[config.mk]
export PLATFORM = sky130hd
export DESIGN_NAME = panda_if_stage
export DESIGN_NICKNAME = d
export VERILOG_FILES = /design/src/rtl/panda_pkg.sv /design/src/rtl/panda_if_id_reg.sv /design/src/rtl/panda_if_stage.sv
export SDC_FILE = /design/constraint.sdc
export NUM_CORES = 1
export LEC_CHECK = 0
export CAP_MARGIN = 20
export CELL_PAD_IN_SITES_DETAIL_PLACEMENT = 1
export CELL_PAD_IN_SITES_GLOBAL_PLACEMENT = 2
export CORE_MARGIN = 2
export CORE_UTILIZATION = 35
export DETAILED_ROUTE_END_ITERATION = 16
export MAX_ROUTING_LAYER = met4
export PLACE_DENSITY = 0.95
export SLEW_MARGIN = 20
export SYNTH_ARGS = -nofsm -noshare
export SYNTH_HDL_FRONTEND = slang
export SYNTH_SLANG_ARGS = --single-unit
export TNS_END_PERCENT = 10
[constraint.sdc]
create_clock -name clk_i -period 3.3 [get_ports clk_i]
set_clock_uncertainty 0.2 [all_clocks]
set_input_delay 0.66 -clock clk_i [delete_from_list [all_inputs] [get_ports clk_i]]
set_output_delay 0.66 -clock clk_i [all_outputs]
set_load 0.02 [all_outputs]
[src/rtl/panda_pkg.sv]
// Shared types and constants for the panda fetch front end.
package panda_pkg;

  localparam int unsigned XLen = 32;

  // Canonical NOP (addi x0, x0, 0); shown in IF/ID whenever it holds no instruction.
  localparam logic [XLen-1:0] NopInstr = 32'h0000_0013;

  typedef enum logic [1:0] {
    IfIdle = 2'd0,
    IfReq  = 2'd1,
    IfWait = 2'd2,
    IfHold = 2'd3
  } if_state_e;

  typedef struct packed {
    logic            valid;
    logic [XLen-1:0] instr;
    logic [XLen-1:0] pc;
    logic [XLen-1:0] pc_inc;
  } if_id_t;

endpackage

[src/rtl/panda_if_id_reg.sv]
// IF/ID pipeline register. Priority: flush > load > drain (consumer took it) > hold.
// Optional macro PANDA_IF_MISALIGN_CHECK_EN adds a misaligned-fetch flag field.
module panda_if_id_reg
  import panda_pkg::*;
#(
  parameter int unsigned     Width      = 32,
  parameter logic [Width-1:0] ResetInstr = NopInstr
) (
  input  logic             clk_i,
  input  logic             rst_ni,
  input  logic             load_i,
  input  logic             flush_i,
  input  logic             stall_i,
  input  logic [Width-1:0] instr_i,
  input  logic [Width-1:0] pc_i,
  input  logic [Width-1:0] pc_inc_i,
`ifdef PANDA_IF_MISALIGN_CHECK_EN
  input  logic             misaligned_i,
  output logic             misaligned_o,
`endif
  output logic             valid_o,
  output logic [Width-1:0] instr_o,
  output logic [Width-1:0] pc_o,
  output logic [Width-1:0] pc_inc_o
);

  // Register update: kill on flush, capture on load, empty once decode consumes.
  always_ff @(posedge clk_i or negedge rst_ni) begin
    if (!rst_ni) begin
      valid_o  <= 1'b0;
      instr_o  <= ResetInstr;
      pc_o     <= '0;
      pc_inc_o <= '0;
    end else if (flush_i) begin
      valid_o <= 1'b0;
      instr_o <= ResetInstr;
    end else if (load_i) begin
      valid_o  <= 1'b1;
      instr_o  <= instr_i;
      pc_o     <= pc_i;
      pc_inc_o <= pc_inc_i;
    end else if (valid_o && !stall_i) begin
      valid_o <= 1'b0;
      instr_o <= ResetInstr;
    end
  end

`ifdef PANDA_IF_MISALIGN_CHECK_EN
  // Misaligned flag follows the same priority as the valid bit.
  always_ff @(posedge clk_i or negedge rst_ni) begin
    if (!rst_ni) begin
      misaligned_o <= 1'b0;
    end else if (flush_i) begin
      misaligned_o <= 1'b0;
    end else if (load_i) begin
      misaligned_o <= misaligned_i;
    end else if (valid_o && !stall_i) begin
      misaligned_o <= 1'b0;
    end
  end
`endif

endmodule

[src/rtl/panda_if_stage.sv]
// Instruction fetch stage: one outstanding req/gnt/rvalid fetch, captured into IF/ID.
// Optional macro PANDA_IF_MISALIGN_CHECK_EN: misaligned pc_i skips memory and
// loads a flagged NOP into IF/ID instead of masking the low address bits.
//
// Memory handshake: a request is accepted in the cycle imem_req_o && imem_gnt_i;
// its single response arrives in a later cycle with imem_rvalid_i. rvalid seen
// outside WAIT belongs to no request of ours and is ignored.
module panda_if_stage
  import panda_pkg::*;
#(
  parameter int unsigned      Width      = 32,
  parameter logic [Width-1:0] ResetInstr = NopInstr
) (
  input  logic             clk_i,
  input  logic             rst_ni,
  input  logic [Width-1:0] pc_i,
  input  logic [Width-1:0] pc_inc_i,
  input  logic             flush_i,
  input  logic             id_stall_i,
  output logic             pc_stall_o,
  output logic             imem_req_o,
  output logic [Width-1:0] imem_addr_o,
  input  logic             imem_gnt_i,
  input  logic             imem_rvalid_i,
  input  logic [Width-1:0] imem_rdata_i,
  output logic             if_id_valid_o,
  output logic [Width-1:0] if_id_instr_o,
  output logic [Width-1:0] if_id_pc_o,
  output logic [Width-1:0] if_id_pc_inc_o,
`ifdef PANDA_IF_MISALIGN_CHECK_EN
  output logic             if_id_misaligned_o,
`endif
  output if_state_e        dbg_state_o
);

  if_state_e        state_q, state_d;
  logic             discard_q, discard_d;
  logic [Width-1:0] pend_pc_q, pend_pc_d;
  logic [Width-1:0] pend_pc_inc_q, pend_pc_inc_d;
  logic [Width-1:0] pend_instr_q, pend_instr_d;

  logic             ifid_free;
  logic             misaligned;
  logic             load;
  logic [Width-1:0] load_instr, load_pc, load_pc_inc;

  assign ifid_free   = !id_stall_i || !if_id_valid_o;
  assign imem_addr_o = {pc_i[Width-1:2], 2'b00};
  assign dbg_state_o = state_q;

`ifdef PANDA_IF_MISALIGN_CHECK_EN
  logic load_mis;
  assign misaligned = (pc_i[1:0] != 2'b00);
`else
  logic unused_pc_low;
  assign unused_pc_low = ^pc_i[1:0];
  assign misaligned    = 1'b0;
`endif

  // State, discard flag and pending fetch registers.
  always_ff @(posedge clk_i or negedge rst_ni) begin
    if (!rst_ni) begin
      state_q       <= IfIdle;
      discard_q     <= 1'b0;
      pend_pc_q     <= '0;
      pend_pc_inc_q <= '0;
      pend_instr_q  <= ResetInstr;
    end else begin
      state_q       <= state_d;
      discard_q     <= discard_d;
      pend_pc_q     <= pend_pc_d;
      pend_pc_inc_q <= pend_pc_inc_d;
      pend_instr_q  <= pend_instr_d;
    end
  end

  // Next-state logic: flush beats every load path.
  always_comb begin
    state_d       = state_q;
    discard_d     = discard_q;
    pend_pc_d     = pend_pc_q;
    pend_pc_inc_d = pend_pc_inc_q;
    pend_instr_d  = pend_instr_q;
    unique case (state_q)
      IfIdle: state_d = IfReq;
      IfReq: begin
        if (!misaligned && imem_gnt_i) begin
          state_d       = IfWait;
          pend_pc_d     = pc_i;
          pend_pc_inc_d = pc_inc_i;
          discard_d     = flush_i;
        end
      end
      IfWait: begin
        if (imem_rvalid_i) begin
          discard_d = 1'b0;
          if (discard_q || flush_i || ifid_free) begin
            state_d = IfReq;
          end else begin
            pend_instr_d = imem_rdata_i;
            state_d      = IfHold;
          end
        end else if (flush_i) begin
          discard_d = 1'b1;
        end
      end
      IfHold: begin
        if (flush_i || !id_stall_i) state_d = IfReq;
      end
      default: state_d = IfIdle;
    endcase
  end

  // Outputs: memory request, IF/ID load select and PC back-pressure.
  always_comb begin
    imem_req_o  = 1'b0;
    load        = 1'b0;
    load_instr  = imem_rdata_i;
    load_pc     = pend_pc_q;
    load_pc_inc = pend_pc_inc_q;
`ifdef PANDA_IF_MISALIGN_CHECK_EN
    load_mis    = 1'b0;
`endif
    unique case (state_q)
      IfReq: begin
        if (misaligned) begin
          load        = ifid_free;
          load_instr  = ResetInstr;
          load_pc     = pc_i;
          load_pc_inc = pc_inc_i;
`ifdef PANDA_IF_MISALIGN_CHECK_EN
          load_mis    = 1'b1;
`endif
        end else begin
          imem_req_o = 1'b1;
        end
      end
      IfWait: load = imem_rvalid_i && !discard_q && ifid_free;
      IfHold: begin
        load       = !id_stall_i;
        load_instr = pend_instr_q;
      end
      default: load = 1'b0;
    endcase
    if (flush_i) load = 1'b0;
    // During a flush the PC must load its redirect target, so never stall it.
    pc_stall_o = flush_i ? 1'b0 : !load;
  end

  panda_if_id_reg #(
    .Width     (Width),
    .ResetInstr(ResetInstr)
  ) u_if_id_reg (
    .clk_i       (clk_i),
    .rst_ni      (rst_ni),
    .load_i      (load),
    .flush_i     (flush_i),
    .stall_i     (id_stall_i),
    .instr_i     (load_instr),
    .pc_i        (load_pc),
    .pc_inc_i    (load_pc_inc),
`ifdef PANDA_IF_MISALIGN_CHECK_EN
    .misaligned_i(load_mis),
    .misaligned_o(if_id_misaligned_o),
`endif
    .valid_o     (if_id_valid_o),
    .instr_o     (if_id_instr_o),
    .pc_o        (if_id_pc_o),
    .pc_inc_o    (if_id_pc_inc_o)
  );

endmodule

==> reports/metrics.yaml <==
status: "finished clean"
path_class: "reg -> out"
end_kind: "output pin"
critPathBufInv: 2
multi_input_area_sq_mm: 0.00308
yosysTopAreaCellShare: 0.562
peakVddDrop_uv: 490
ys_top_cells_by_count: "dfrtp_1, mux2_2, buf_4"
core-area_sq_mm: 0.0236
period_minus_slack_ps: 2880
max_freq_ghz: 0.348
antenna_left: 0
hold_depth: 1
die_area_sq_mm: 0.0254
avgSynthCellArea_sq_um: 14.5
routed_via_density: 4.72
clk_latency_ps: 430
tightest_slew_ps: 680
use_met3: 0.0513
place_area_sq_mm: 0.0109
gp_congestion: 0.747
finalHoldViolCount: 0
drt_iter0_drc: 237
vias: 5276
ys_seq_elements: 196
rsz0062_at_grt: "false"
seqCellArea_sq_mm: 0.00491
busiest_layer: "met2"
htreeDepth: 4
clk_pin_slew_ps: 80
wl_per_cell_microns: 17.9
critical_path.max_stage_delay_ps: 710
drv_cap: 0
crit_required_ps: 2440
crit_slowest_cell: "clkdlybuf4s50_1"
yosys_warnings: 0
drt_wl_total_microns: 20100
cts_buffer_depth: 2
async_reset_ff_frac: 1.00
die_x_microns: 159
overflow: 0
placed_cells: 1085
area_growth_pct: 36.8
clockRootBuffer: "clkbuf_16"
synth_most_common_cell: "dfrtp_1"
gr-usage-met2: 0.281
drive_gt1_frac: 0.307
syn_inst: 585
crit_path_max_fanout: 6
cp_num_cells: 3
post-route-cell-area_sq_mm: 0.0116
rows: 56
start_util: 0.358
final_cell_count_no_fill: 1118
yosysUniqueCellTypes: 30
p_total_mw: 9.48
io_pins: 235
power_density_mw_per_mm2: 820
nNetsFinal: 892
grt_pass1_wl_microns: 32100
fin_setup_tns_ps: 0
grt_max_degree: 65
synth_enable_flop_cells: 0
grt_antenna_before_repair: 0
ys_top_cells_by_area: "dfrtp_1, mux2_2, mux2i_1"
drv_slew: 0
grt_pass1_vias: 5850
remaining_drc_errors: 0
post_cts_buffers: 0
synth_seq_area_share: 0.581
critical-path-top-delay-family: "buffers and inverters"
clock_sinks: 196
p_leak_nw: 5.01
numCtsBuffers: 17
synth_top_area_cell: "dfrtp_1"
grtUsageTotal: 0.166
synthFlopType: "dfrtp_1"
arrival_ps: 2020
hp-class: "reg -> reg"
grtUsageMet1: 0.189
dieHeight_microns: 159
utilization: 0.490
fillers: 2387
synthesis.area_sq_mm: 0.00846
cts_tree: "yes"
diodes: 0
r2r_cells: 7
place_hpwl_microns: 14000
path_cells: "inv_1 -> ha_1 -> clkdlybuf4s50_1"
fin_crit_sh: 0.871
cp-start-kind: "flop"
drtPass1Iterations: 4
relSlewSlack: 0.547
finalSetupViolCount: 0
port-buffer-count: 232
flip-flops by register name, summed over array words and instances (netlist names):
| register | cells |
|---|---|
| dbg_state_o | 2 |
| u_if_id_reg.instr_o | 32 |
| u_if_id_reg.pc_inc_o | 32 |
| u_if_id_reg.pc_o | 32 |
| discard_q | 1 |
| pend_pc_inc_q | 32 |
| pend_instr_q | 32 |
| u_if_id_reg.valid_o | 1 |
| pend_pc_q | 32 |
report_power, final:
group,leakage (nW),internal [mW],switching [mW],total (mW)
registers,2.45,3.30,0.444,3.74
clock network,0.312,1.13,1.08,2.21
logic,2.25,1.92,1.61,3.53
total,5.01,6.34,3.14,9.48
path summary, 6_finish.rpt:
| path | startpoint | slack (ps) | to |
|---|---|---|---|
| min in group asynchronous | rst_ni | 550 | pend_instr_q[29] |
| worst max-delay path | dbg_state_o[1] | 420 | imem_req_o |
| worst max register to register | dbg_state_o[0] | 940 | pend_instr_q[24] |
| worst min-delay path | pend_pc_q[11] | 290 | u_if_id_reg.pc_o[11] |
| max in group asynchronous | rst_ni | 1630 | u_if_id_reg.pc_o[31] |
| worst min register to register | pend_pc_q[11] | 290 | u_if_id_reg.pc_o[11] |
layout make-up:
type | instances | share of cell area
Clock buffer | 17 | 0.0368
Clock inverter | 15 | 0.0190
Inverter | 4 | 0.00130
Tap cell | 319 | 0.0345
Timing Repair Buffer | 249 | 0.218
Multi-Input combinational cell | 318 | 0.266
Sequential cell | 196 | 0.425
through the flow:
step	setup WS, ps	hold WS [ps]
final	424	287
after global routing	272	297
after CTS	7.30	0.674
after detailed placement	124	274
after global placement	157	258
after floorplan	533	164
cell families after synthesis:
logic type | share of synthesized area
other cells | 0.000443
fa+ha+maj | 0.00592
compound gates | 0.0130
flops | 0.581
mux | 0.291
buf+inv | 0.0574
simple gates | 0.0512
metal layers:
metal | vias to the layer above | part of all wire
met5 | - | 0
met2 | 142 | 0.51
met4 | 0 | 0.015
met1 | 2699 | 0.41
met3 | 19 | 0.065
li1 | 2416 | -
placed cells by master, fill, tap and decap left out, types with 4 or more instances in the layout:
cell / n
nor2b_1: 8
clkinv_8: 4
buf_4: 11
clkbuf_16: 17
dfrtp_1: 190
inv_1: 4
mux2_1: 5
clkdlybuf4s50_1: 229
buf_12: 5
dfstp_2: 6
nor2_1: 29
nor3b_1: 29
inv_12: 4
mux2_2: 183
mux2i_1: 33
a211oi_1: 5
repair_timing:
item / 4_1_cts / 5_1_grt
gates resized for setup: 0 / 1
hold buffers: 0 / 1
hold endpoints to repair: 0 / 1
endpoints found under the setup margin: 0 / 1
No activity file was read; power rests on OpenSTA's default activity.
